<file path="config.mk">
export PLATFORM = sky130hd
export DESIGN_NAME = multi_blink_ctrl
export DESIGN_NICKNAME = d
export VERILOG_FILES = /design/src/rtl/multi_blink_ctrl.sv
export SDC_FILE = /design/constraint.sdc
export NUM_CORES = 1
export LEC_CHECK = 0
export BUFFER_PORTS_ARGS = -buffer_cell sky130_fd_sc_hd__buf_2
export CAP_MARGIN = 15
export CORE_ASPECT_RATIO = 1.25
export CORE_MARGIN = 3
export CORE_UTILIZATION = 58
export DETAILED_ROUTE_END_ITERATION = 7
export GPL_TIMING_DRIVEN = 0
export PLACE_DENSITY_LB_ADDON = 0.15
export SLEW_MARGIN = 0
export SYNTH_ARGS = -nofsm -noshare
export SYNTH_HDL_FRONTEND = slang
export SYNTH_SLANG_ARGS = --single-unit
</file>
<file path="constraint.sdc">
create_clock -name CLOCK_50 -period 3.55 [get_ports CLOCK_50]
set_clock_uncertainty 0.15 [all_clocks]
set_input_delay 0 -clock CLOCK_50 [delete_from_list [all_inputs] [get_ports CLOCK_50]]
set_output_delay 0 -clock CLOCK_50 [all_outputs]
set_load 0.01 [all_outputs]
</file>
<file path="src/rtl/multi_blink_ctrl.sv">
// rtl/multi_blink_ctrl.sv - multi-channel LED blinker with shared tick prescaler
//
// Purpose:
//   N_CH independent LED channels. Each channel is OFF, ON, BLINK or ONESHOT
//   with its own half-period in ticks. The tick comes from a shared prescaler
//   that divides CLOCK_50 by DIV = CLK_FREQ/TICK_HZ.
//
// Ports:
//   CLOCK_50  in   system clock
//   RESET_N   in   asynchronous active-low reset
//   en        in   global enable; 0 freezes prescaler, counters and LEDs
//   sync      in   one-cycle pulse; realigns all channel phases
//   cfg_we    in   one-cycle config write strobe
//   cfg_ch    in   [3:0] target channel (writes to cfg_ch >= N_CH are ignored)
//   cfg_mode  in   [1:0] 0 OFF, 1 ON, 2 BLINK, 3 ONESHOT
//   cfg_half  in   [PER_W-1:0] half-period / one-shot length in ticks
//   led_out   out  [N_CH-1:0] registered LED drive, 1 = lit
//   tick      out  registered one-cycle pulse per tick period
module multi_blink_ctrl #(
    parameter int CLK_FREQ = 50000000,
    parameter int TICK_HZ  = 1000,
    parameter int N_CH     = 10,
    parameter int PER_W    = 12
) (
    input  logic             CLOCK_50,
    input  logic             RESET_N,
    input  logic             en,
    input  logic             sync,
    input  logic             cfg_we,
    input  logic [3:0]       cfg_ch,
    input  logic [1:0]       cfg_mode,
    input  logic [PER_W-1:0] cfg_half,
    output logic [N_CH-1:0]  led_out,
    output logic             tick
);

    localparam int DIV   = CLK_FREQ / TICK_HZ;
    localparam int PRE_W = $clog2(DIV);
    localparam logic [PRE_W-1:0] PRE_LAST = PRE_W'(DIV - 1);

    typedef enum logic [1:0] {
        MODE_OFF     = 2'd0,
        MODE_ON      = 2'd1,
        MODE_BLINK   = 2'd2,
        MODE_ONESHOT = 2'd3
    } mode_t;

    logic [PRE_W-1:0] r_pre;
    logic             r_tick;

    mode_t            r_mode [N_CH];
    logic [PER_W-1:0] r_half [N_CH];
    logic [PER_W-1:0] r_cnt  [N_CH];
    logic [N_CH-1:0]  r_led;

    logic [PER_W-1:0] w_last [N_CH];
    logic             w_adv;

    // Terminal count is heff-1, where a half of 0 behaves as 1.
    always_comb begin
        for (int i = 0; i < N_CH; i++) begin
            w_last[i] = '0;
            if (r_half[i] != '0) begin
                w_last[i] = r_half[i] - 1'b1;
            end
        end
    end

    // A tick only advances channels while enabled, and sync on the same
    // edge swallows it.
    assign w_adv = r_tick & en & ~sync;

    always_ff @(posedge CLOCK_50 or negedge RESET_N) begin
        if (!RESET_N) begin
            r_pre  <= '0;
            r_tick <= 1'b0;
        end else if (sync) begin
            r_pre  <= '0;
            r_tick <= 1'b0;
        end else if (en) begin
            if (r_pre == PRE_LAST) begin
                r_pre  <= '0;
                r_tick <= 1'b1;
            end else begin
                r_pre  <= r_pre + 1'b1;
                r_tick <= 1'b0;
            end
        end else begin
            r_tick <= 1'b0;
        end
    end

    // Per-channel priority: config write > sync > tick.
    always_ff @(posedge CLOCK_50 or negedge RESET_N) begin
        if (!RESET_N) begin
            for (int i = 0; i < N_CH; i++) begin
                r_mode[i] <= MODE_OFF;
                r_half[i] <= '0;
                r_cnt[i]  <= '0;
            end
            r_led <= '0;
        end else begin
            for (int i = 0; i < N_CH; i++) begin
                if (cfg_we && (cfg_ch == 4'(i))) begin
                    r_mode[i] <= mode_t'(cfg_mode);
                    r_half[i] <= cfg_half;
                    r_cnt[i]  <= '0;
                    r_led[i]  <= (cfg_mode != 2'd0);
                end else if (sync) begin
                    r_cnt[i] <= '0;
                    if (r_mode[i] == MODE_BLINK) begin
                        r_led[i] <= 1'b1;
                    end
                end else if (w_adv) begin
                    case (r_mode[i])
                        MODE_BLINK: begin
                            if (r_cnt[i] == w_last[i]) begin
                                r_cnt[i] <= '0;
                                r_led[i] <= ~r_led[i];
                            end else begin
                                r_cnt[i] <= r_cnt[i] + 1'b1;
                            end
                        end
                        MODE_ONESHOT: begin
                            if (r_cnt[i] == w_last[i]) begin
                                r_cnt[i]  <= '0;
                                r_led[i]  <= 1'b0;
                                r_mode[i] <= MODE_OFF;
                            end else begin
                                r_cnt[i] <= r_cnt[i] + 1'b1;
                            end
                        end
                        default: begin
                            r_cnt[i] <= '0;
                        end
                    endcase
                end
            end
        end
    end

    assign led_out = r_led;
    assign tick    = r_tick;

endmodule

</file>
### Word level (Yosys, flattened, before mapping)

Index checks and enable logic that the tools add are counted.

| operators by class | value |
|---|---|
| add/sub/neg operators | 21 |
| multiplexer cells | 186 |
| eq/ne operators | 80 |
| reductions and logical operators | 103 |
| bitwise operators | 13 |

Operators with widths:

| kind | count |
|---|---|
| two-way mux 12 bit | 60 |
| adder 12 x 1 -> 12 bit, second input constant | 10 |
| == test 12 bit | 10 |
| nonzero test 12 bit | 10 |
| subtractor 12 x 1 -> 12 bit, second input constant | 10 |
| two-way mux 2 bit | 50 |
| nonzero test 2 bit | 32 |
| two-way mux 1 bit | 63 |
| nonzero test 3 bit | 20 |
| AND reduction 5 bit | 10 |
| two-way mux 16 bit | 3 |
| == test 2 bit, second input constant | 20 |
| inequality test 4 x 3 -> 1 bit, second input constant | 10 |
| inequality test 4 bit, second input constant | 10 |
| AND reduction 4 bit | 10 |
| inequality test 3 x 1 -> 1 bit, second input constant | 10 |
| inequality test 2 x 1 -> 1 bit, second input constant | 10 |
| one-hot mux 1 bit (2 select lines) | 10 |
| OR reduction 2 bit | 10 |
| adder 16 x 1 -> 16 bit, second input constant | 1 |
| == test 16 bit, second input constant | 1 |
| == test 4 x 3 -> 1 bit, second input constant | 4 |
| NOT 1 bit | 11 |
| logical AND 1 bit | 10 |
| other kinds (5) | 8 |

| storage, ports and cells | value |
|---|---|
| output and inout bits | 11 |
| register bits after elaboration | 287 |

### Longest topological paths before layout

Gate-level depths: netlist of the first run.

| logic depth | value |
|---|---|
| word-level depth | 8 |
| depth in mapped cells | 12 |
| depth with buffers taken out | 10 |

### Least setup slack after synthesis of the first run

No wires, ideal clock.

| path | value |
|---|---|
| path kind | register to register |
| from | register r_half[48] (netlist bit) |
| to | register r_cnt[55] (netlist bit) |
| cell stages (with the launch flop) | 13 |
| arrival | 3.195 ns |
| data required time | 3.273 ns |
| setup slack | 0.077 ns |
| cells stage by stage | dfrtp_1 -> inv_1 -> ha_1 -> or4b_2 -> clkbuf_1 -> nor4_1 -> a21oi_1 -> xnor2_1 -> or4_1 -> or4_1 -> buf_6 -> a31oi_4 -> o22ai_1 |

| between the ends | value |
|---|---|
| cells in the longest elaborated chain, start to end | 8 |

Ends and longest elaborated chain:

| what | RTL line | text |
|---|---|---|
| start, declared | 52 | `logic [PER_W-1:0] r_half [N_CH];` |
| start signal, assigned by index | 106 | `r_half[i] <= cfg_half;` |
| subtractor 12 x 1 -> 12 bit / nonzero test 12 bit (equally long branches) | 64, 63 |  |
| two-way mux 12 bit (*) | 63 | `if (r_half[i] != '0) begin` |
| == test 12 bit (*) | 117, 125 |  |
| two-way mux 12 bit (*) | 117, 125 |  |
| two-way mux 12 bit (*) | - |  |
| two-way mux 12 bit (*) | 114 | `end else if (w_adv) begin` |
| two-way mux 12 bit (*) | 109 | `end else if (sync) begin` |
| two-way mux 12 bit (*) | 104 | `if (cfg_we && (cfg_ch == 4'(i))) begin` |
| end signal, assigned by index | 121 | `r_cnt[i] <= r_cnt[i] + 1'b1;` |
| end signal, assigned by index | 130 | `r_cnt[i] <= r_cnt[i] + 1'b1;` |
| end, declared | 53 | `logic [PER_W-1:0] r_cnt [N_CH];` |

Mark *: on every way between the ends. The rest lies on a longest branch, timed or not. The select of a mux whose other input is x is not followed.
A chain may end at the register's enable or synchronous reset.

### Final worst setup path of the first run

| path | value |
|---|---|
| from | register r_half[50] (netlist bit) |
| to | register r_cnt[53] (netlist bit) |

Same word-level chain as after synthesis.

==> results of run 1 <==
-- Yosys cell counts (22+ instances only) --
cell type	count	area, um2
a21oi_1	61	305
a31oi_1	22	138
and3_1	35	219
clkbuf_1	89	334
dfrtp_1	287	7180
inv_1	67	251
mux2i_1	31	310
nand2_1	482	1810
nand3_1	73	365
nand4_1	47	294
nor2_1	194	728
nor2b_1	24	150
nor3_1	90	450
nor4_1	40	250
o211ai_1	22	165
o21ai_0	101	505
or3_1	24	150
or4_1	23	173
xnor2_1	91	797
xor2_1	86	753
-- final cells by class --
class | instances | area (um2) | area share
multi-input combinational | 1792 | 11100 | 0.523
sequential | 287 | 7190 | 0.338
clock buffer | 46 | 1020 | 0.0480
tap | 407 | 509 | 0.0240
buffer | 103 | 500 | 0.0235
timing repair buffer | 57 | 492 | 0.0231
inverter | 69 | 259 | 0.0122
clock inverter | 14 | 179 | 0.00842
-- metrics by stage --
step           setup TNS (ns)  hold WS (ns)
6_report                    0        0.0307
2_1_floorplan               0        -0.446
4_1_cts                     0       0.00428
5_1_grt               -0.0375        0.0386
3_5_place_dp           -12.12        -0.202
3_3_place_gp          -866.97         0.138
-- routing by layer --
layer  wire, um  vias up
met5          0        -
met3       3410      147
met4       2140        0
met2      25200      587
met1      21800     8548
li1           -     8246
-- cell families after synthesis --
group / synth area share
AOI/OAI and AO/OA: 0.154
buffers and inverters: 0.0419
xor gates and xnor gates: 0.0853
muxes: 0.0220
adders and majority gates: 0.0141
and+or+nand+nor: 0.299
DFF: 0.384
-- report_power, final --
part	internal, mW	switching (mW)	leakage [nW]
clock network	2.31	1.42	0.591
registers	3.65	0.548	3.77
logic	1.34	1.90	4.60
-- final timing paths --
| check | to |
|---|---|
| setup / recovery | r_cnt[53]$_DFFE_PN0P_ |
| hold / removal | r_mode[17]$_DFFE_PN0P_ |
| setup reg to reg | r_cnt[53]$_DFFE_PN0P_ |
| hold reg to reg | r_mode[10]$_DFFE_PN0P_ |
| max in group asynchronous | r_cnt[93]$_DFFE_PN0P_ |
| min in group asynchronous | r_cnt[33]$_DFFE_PN0P_ |
-- state kept, by name, summed over array words and instances (netlist names) --
name / flops
r_mode: 20
r_pre: 16
r_half: 120
tick: 1
r_cnt: 120
led_out: 10
-- timing repair --
| action | 4_1_cts | 5_1_grt |
|---|---|---|
| setup endpoints to repair | 93 | 124 |
| pin swaps | 6 | 14 |
| resized for setup | 18 | 63 |
| buffers inserted | 8 | 11 |
| endpoints found under the hold margin | 363 | 0 |
| gates cloned | 0 | 0 |
| hold buffers | 16 | 0 |
-- critical path: stages, from the launching register on --
cell and delay (ns):
dfrtp_1 0.37, buf_6 0.14, or4_4 0.48, buf_6 0.15, or3_4 0.33, nand3_1 0.11
o2111ai_2 0.13, or4_1 0.51, or4_4 0.55, buf_6 0.16, nand4_1 0.09, o311ai_0 0.13
==> impl_metrics.py, run 1 <==
metrics = {
    "status": {
        "status": "finished, final reports clean",
    },
    "cells_and_area": {
        "final_util": 0.678,
        "syn_to_final_growth_pct": 13.7,
        "design_area_mm2": 0.0213,
        "drive_above_1_share": 0.0967,
        "antenna_cells": 0,
        "final_nets": 2388,
        "final_cell_mix": "482 x nand2_1, 284 x dfrtp_1, 194 x nor2_1, 100 x o21ai_0, 91 x xnor2_1",
        "final_common_cell": "nand2_1",
        "n_fill_cell": 2540,
        "final_cell_count_no_fill": 2775,
    },
    "worst_setup_path": {
        "cp-end-kind": "flip-flop",
        "critPathLaunch": "r_half[50]$_DFFE_PN0P_",
        "r2r_slack_ns": 0.1,
        "rr_worst_depth": 11,
        "r2r-start": "r_half[50]$_DFFE_PN0P_",
        "crit_type": "reg2reg",
        "cp_max_fo": 8,
        "cp-start-kind": "flip-flop",
        "arrival_ns": 3.69,
        "cp.required_ns": 3.79,
    },
    "routing": {
        "firstDrtPassIters": 7,
        "avgViaCountPerCell": 6.32,
        "drt_iter0_drc": 1652,
        "drc": 0,
        "avgRoutedWirePerCell_um": 18.9,
        "num_vias": 17500,
        "routed_wl_um": 52500,
        "ant_nets": 0,
    },
    "clock_network": {
        "cts_buffer_depth": 3,
        "clk_latency_ns": 0.52,
        "cts_buffers": 34,
        "cts_sinks": 287,
        "cts-root-buf": "clkbuf_16",
        "cts_tree": "yes",
        "clk_pin_slew_ns": 0.06,
        "ctsHtreeMaxLevel": 2,
    },
    "logic_synthesis": {
        "synth-edff-count": 0,
        "ys_types": 98,
        "synth_area_per_cell_um2": 8.27,
        "ys_warn_count": 0,
        "syn-cell-area_mm2": 0.0187,
        "async_flop_share": 1.00,
        "dominantRegCellSynth": "dfrtp_1",
        "syn_inst": 2260,
        "syn-num-nets": 2304,
        "ys_seq_area_frac": 0.384,
        "ys_ff_latch": 287,
    },
    "timing": {
        "finalHoldViolCount": 0,
        "worst_slack_ns": 0.0991,
        "finalCritPeriodShare": 0.972,
        "worst_pin_slew_ns": 1.28,
        "fmax_ghz": 0.290,
        "maxSlewHeadroom": 0.144,
        "setup_viol": 0,
        "slew_violations": 0,
        "fin_crit_ns": 3.45,
    },
    "placed_design": {
        "gp_congestion": 0.942,
        "placed_area_mm2": 0.0194,
        "dp_cells": 2688,
        "pre_cts_ws_ns": -0.524,
        "dp.final_hpwl_um": 35500,
        "io_buffers": 19,
    },
    "global_route": {
        "top_usage_layer": "met2",
        "grt_max_degree": 121,
        "grtUsageMet1": 0.381,
        "grt_pass1_vias": 16900,
        "grt_pass1_wl_um": 84900,
        "antenna_found_initial": 0,
        "grt_use_total": 0.299,
        "grt_overflow": 0,
        "grtUsageMet3": 0.0463,
        "met2_usage": 0.517,
    },
    "floorplan": {
        "io_pins": 34,
        "die_w_um": 167,
        "initial_utilization": 0.596,
        "die_area_mm2": 0.0344,
        "die_h_um": 207,
        "core_area_mm2": 0.0314,
        "fp-row-count": 72,
    },
    "power": {
        "power_density_mw_per_mm2": 525,
        "ir_worst_vdd_v": 0.000460,
        "p_total_mw": 11.2,
        "p_leak_nw": 8.96,
    },
    "worst_hold_path": {
        "min_path_type": "in2reg",
        "hold_depth": 5,
        "hp-start": "cfg_ch[0]",
    },
    "job": {
        "drv_cap": 0,
    },
}
No activity file was read; power rests on OpenSTA's default activity.
==> inputs of run 2 (changes only) <==
CTS_BUF_LIST = sky130_fd_sc_hd__clkbuf_2   (was not set)
==> impl_metrics.py, run 2 (synthesized netlist as in run 1, its figures left out) <==
metrics = {
    "timing": {
        "fmax_ghz": 0.291,
        "slew_violations": 0,
        "hold_ws_ns": 0.0927,
        "maxSlewHeadroom": 0.142,
        "finalHoldViolCount": 0,
        "fin_crit_ns": 3.43,
        "worst_slack_ns": 0.118,
        "setup_viol": 0,
        "worst_pin_slew_ns": 1.29,
        "finalCritPeriodShare": 0.967,
    },
    "floorplan": {
        "io_pins": 34,
        "fp-row-count": 72,
        "die_area_mm2": 0.0344,
        "core_area_mm2": 0.0314,
        "die_w_um": 167,
        "initial_utilization": 0.596,
        "die_h_um": 207,
    },
    "worst_setup_path": {
        "cp-start-kind": "flip-flop",
        "critPathSlowestCell": "or4_1",
        "crit_chain": "clkbuf_1, or4_1, or4_1, mux2i_1, xnor2_1, nor4_4, nand3_2, a41oi_4, nor2_1",
        "r2r-start": "r_half[86]$_DFFE_PN0P_",
        "critPathLaunch": "r_half[86]$_DFFE_PN0P_",
        "worst_path_most_repeated_cell": "or4_1",
        "arrival_ns": 4.06,
        "cp_max_fo": 7,
        "crit_type": "reg2reg",
        "cp_slowest_stage_delay_ns": 0.64,
        "cp-end-kind": "flip-flop",
        "cp.required_ns": 4.18,
    },
    "global_route": {
        "grt_pass1_wl_um": 85700,
        "grt_pass1_vias": 17300,
        "antenna_found_initial": 1,
        "grt_overflow": 0,
        "grt_use_total": 0.303,
        "grt_max_degree": 121,
    },
    "job": {
        "drv_cap": 0,
    },
    "cells_and_area": {
        "design_area_mm2": 0.0211,
        "final_nets": 2463,
        "n_fill_cell": 2664,
        "final_util": 0.674,
        "final_cell_mix": "482 x nand2_1, 284 x dfrtp_1, 193 x nor2_1, 104 x clkbuf_2, 100 x o21ai_0",
        "multi_input_area_mm2": 0.0112,
        "syn_to_final_growth_pct": 13.0,
        "drive_above_1_share": 0.120,
        "final_common_cell": "nand2_1",
        "seq_area_mm2": 0.00719,
        "reg_top3": "r_cnt x120, r_half x120, r_mode x20",
    },
    "worst_hold_path": {
        "hp-start": "cfg_half[5]",
        "min_path_type": "in2reg",
    },
    "power": {
        "switching_share": 0.397,
        "power_frac_seq": 0.424,
        "p_leak_nw": 9.04,
        "power.switching_mw": 3.92,
        "p_total_mw": 9.87,
        "pwr-share-comb": 0.337,
        "power_density_mw_per_mm2": 467,
        "ir_worst_vdd_v": 0.000286,
        "clockPowerShare": 0.239,
        "p_int_mw": 5.96,
    },
    "clock_network": {
        "clk_latency_ns": 0.94,
        "cts_sinks": 287,
        "clk_pin_slew_ns": 0.11,
        "cts_buffers": 77,
        "cts_buffer_depth": 3,
        "cts_tree": "yes",
        "ctsHtreeMaxLevel": 3,
        "cts-root-buf": "clkbuf_2",
    },
    "placed_design": {
        "pre_cts_ws_ns": -0.524,
        "dp.final_hpwl_um": 35500,
        "placed_area_mm2": 0.0194,
        "gp_congestion": 0.942,
        "io_buffers": 19,
    },
    "routing": {
        "firstDrtPassIters": 6,
        "num_vias": 17900,
        "drt_iter0_drc": 1585,
        "ant_nets": 0,
        "drc": 0,
        "avgViaCountPerCell": 6.20,
        "avgRoutedWirePerCell_um": 18.4,
        "routed_wl_um": 53000,
    },
    "status": {
        "status": "finished, final reports clean",
    },
}
==> run 2: worst paths after layout <==
check,cells past startpoint,end,slack [ns]
max,9,r_cnt[89]$_DFFE_PN0P_,0.12
min,4,r_half[53]$_DFFE_PN0P_,0.09
max reg2reg,9,r_cnt[89]$_DFFE_PN0P_,0.12
min reg2reg,2,r_mode[10]$_DFFE_PN0P_,0.41
max in group asynchronous,6,r_half[41]$_DFFE_PN0P_,1.72
min in group asynchronous,5,r_half[15]$_DFFE_PN0P_,0.56
==> run 2: power by group through the flow <==
stage / clock network [mW] / logic [mW] / registers [mW]
final: 2.36 / 3.33 / 4.18
after global routing: 2.58 / 3.68 / 4.25
after CTS: 2.42 / 3.09 / 4.12
after detailed placement: 0 / 2.97 / 4.17
after global placement: 0 / 2.88 / 4.16
after floorplan: 0 / 2.30 / 4.06
==> run 2: per-layer routing <==
layer | track usage | routed length (um) | vias to the layer above
met5 | 0 | 0 | -
met3 | 0.0526 | 3780 | 159
met1 | 0.386 | 21800 | 8613
met4 | 0.138 | 2310 | 0
met2 | 0.509 | 25100 | 665
li1 | - | - | 8446
==> run 2: per-stage QoR <==
step	TNS, ns	std cells
finish	0	2883
global route	-0.0770	2882
CTS	0	2870
detailed placement	-12.12	2688
global placement	-866.97	2686
floorplan	0	2260
==> run 2: timing repair <==
action,in CTS,in global routing
endpoints found under the hold margin,557,0
setup buffers,10,19
pin swaps,6,21
hold buffers,40,0
gates resized for setup,21,79
endpoints found under the setup margin,95,121
==> run 2: area by class of cell <==
cell class | instances | share of cell area
Tap cell | 407 | 0.0241
Timing Repair Buffer | 90 | 0.0378
Buffer | 102 | 0.0232
Clock inverter | 33 | 0.00835
Clock buffer | 101 | 0.0239
Antenna cell | 2 | 0.000237
Inverter | 69 | 0.0123
Sequential cell | 287 | 0.340
Multi-Input combinational cell | 1792 | 0.530
==> run 2: critical path: cells and delay by family (launching register included) <==
| kind | cells | cell delay [ns] |
|---|---|---|
| and+or+nand+nor | 5 | 1.85 |
| buffers and inverters | 1 | 0.19 |
| AOI/OAI and AO/OA | 1 | 0.35 |
| muxes | 1 | 0.22 |
| xor gates and xnor gates | 1 | 0.13 |
| DFF | 1 | 0.37 |
==> inputs of run 3 (changes only) <==
BUFFER_PORTS_ARGS = not set   (was -buffer_cell sky130_fd_sc_hd__buf_2)
DONT_BUFFER_PORTS = 1   (was not set)
==> impl_metrics.py, run 3 (synthesized netlist as in run 1, its figures left out) <==
metrics = {
    "status": {
        "status": "complete, but fails checks",
        "violations": "hold timing",
    },
    "timing": {
        "finalHoldViolCount": 287,
        "fin_crit_ns": 3.42,
        "maxSlewHeadroom": 0.133,
        "worst_slack_ns": 0.131,
        "slew_violations": 0,
        "fmax_ghz": 0.292,
        "finalCritPeriodShare": 0.963,
        "setup_tns_ns": 0,
        "worst_pin_slew_ns": 1.30,
        "hold_ws_ns": -1.34,
        "setup_viol": 0,
    },
    "worst_setup_path": {
        "arrival_ns": 4.02,
        "cp_slowest_stage_delay_ns": 0.58,
        "critPathSlowestCell": "or4b_1",
        "cp_max_fo": 7,
        "crit_chain": "or4_4, nor3_2, mux2i_1, xnor2_1, or4b_1, nor4_4, buf_4, nor4_1, a221o_1",
        "cp-start-kind": "flip-flop",
        "cp-end-kind": "flip-flop",
        "crit_type": "reg2reg",
        "cp.required_ns": 4.15,
    },
    "cells_and_area": {
        "final_util": 0.665,
        "final_common_cell": "nand2_1",
        "final_nets": 2433,
        "reg_top3": "r_cnt x120, r_half x120, r_mode x20",
        "multi_input_area_mm2": 0.0111,
        "seq_area_mm2": 0.00719,
        "drive_above_1_share": 0.110,
        "final_cell_mix": "482 x nand2_1, 284 x dfrtp_1, 192 x nor2_1, 107 x clkbuf_2, 100 x o21ai_0",
        "syn_to_final_growth_pct": 11.5,
        "n_fill_cell": 2686,
        "design_area_mm2": 0.0208,
    },
    "clock_network": {
        "cts_buffer_depth": 3,
        "cts-root-buf": "clkbuf_2",
        "ctsHtreeMaxLevel": 3,
        "cts_sinks": 287,
        "cts_buffers": 77,
        "cts_tree": "yes",
        "clk_pin_slew_ns": 0.13,
        "clk_latency_ns": 0.90,
    },
    "routing": {
        "routed_wl_um": 53200,
        "drc": 0,
        "ant_nets": 0,
        "avgViaCountPerCell": 6.20,
        "firstDrtPassIters": 6,
        "drt_iter0_drc": 1528,
        "avgRoutedWirePerCell_um": 18.6,
        "num_vias": 17700,
    },
    "power": {
        "ir_worst_vdd_v": 0.000293,
        "p_leak_nw": 8.89,
        "p_total_mw": 9.85,
        "power_density_mw_per_mm2": 472,
    },
    "placed_design": {
        "gp_congestion": 0.932,
        "io_buffers": 0,
        "placed_area_mm2": 0.0192,
        "dp.final_hpwl_um": 35200,
        "pre_cts_ws_ns": -0.569,
    },
    "floorplan": {
        "die_area_mm2": 0.0344,
        "fp-row-count": 72,
        "die_h_um": 207,
        "io_pins": 34,
        "core_area_mm2": 0.0314,
        "initial_utilization": 0.596,
        "die_w_um": 167,
    },
    "job": {
        "drv_cap": 0,
    },
    "global_route": {
        "grt_max_degree": 288,
        "antenna_found_initial": 2,
        "grt_pass1_vias": 17000,
        "grt_overflow": 0,
        "grt_use_total": 0.300,
        "grt_pass1_wl_um": 84700,
    },
    "worst_hold_path": {
        "min_path_type": "in2async",
    },
}
[run 3: path summary, 6_finish.rpt]
path | startpoint | endpoint | slack (ns) | cells past startpoint
setup / recovery | r_half[111]$_DFFE_PN0P_ | r_cnt[117]$_DFFE_PN0P_ | 0.13 | 9
setup reg to reg | r_half[111]$_DFFE_PN0P_ | r_cnt[117]$_DFFE_PN0P_ | 0.13 | 9
hold reg to reg | r_mode[10]$_DFFE_PN0P_ | r_mode[10]$_DFFE_PN0P_ | 0.41 | 2
hold / removal | RESET_N | r_cnt[27]$_DFFE_PN0P_ | -1.34 | 0
max in group asynchronous | RESET_N | r_half[107]$_DFFE_PN0P_ | 4.24 | 0
min in group CLOCK_50 | cfg_ch[2] | r_mode[13]$_DFFE_PN0P_ | 0.11 | 4
[run 3: cell type report]
cell class | instances | area share
multi-input combinational | 1793 | 0.534
sequential | 287 | 0.345
timing repair buffer | 58 | 0.0262
clock buffer | 104 | 0.0250
tap | 407 | 0.0244
buffer | 103 | 0.0237
inverter | 69 | 0.0124
clock inverter | 28 | 0.00912
antenna | 2 | 0.000240
[run 3: what timing repair did]
item / CTS / global route
gates resized for setup: 24 / 58
cloned: 0 / 1
endpoints found under the hold margin: 571 / 288
hold buffers: 34 / 1
pin swaps: 4 / 14
buffers inserted: 10 / 11
setup endpoints to repair: 92 / 127
[run 3: stage by stage]
| stage | cells | hold slack (ns) |
|---|---|---|
| after global routing | 2851 | -1.45 |
| after CTS | 2842 | -1.43 |
| after floorplan | 2260 | -0.446 |
| after global placement | 2667 | -0.433 |
| final | 2851 | -1.34 |
| after detailed placement | 2668 | -0.433 |
[run 3: routing by layer]
layer | up-vias | track usage | share of wire
met5 | - | 0 | 0
met4 | 0 | 0.145 | 0.039
met3 | 157 | 0.0764 | 0.074
met2 | 638 | 0.499 | 0.48
met1 | 8524 | 0.368 | 0.41
li1 | 8361 | - | -
[run 3: power breakdown]
group | internal (mW) | total, mW | leakage, nW | switching [mW]
clock | 1.01 | 2.47 | 0.531 | 1.46
combinational | 1.34 | 3.16 | 4.59 | 1.82
sequential | 3.64 | 4.22 | 3.77 | 0.583
[run 3: worst max-delay path, delay by kind of cell (launching register included)]
| family | cells | cell delay, ns |
|---|---|---|
| simple gates | 5 | 1.78 |
| xor+xnor | 1 | 0.10 |
| mux | 1 | 0.28 |
| buf+inv | 1 | 0.19 |
| flops | 1 | 0.50 |
| compound gates | 1 | 0.29 |
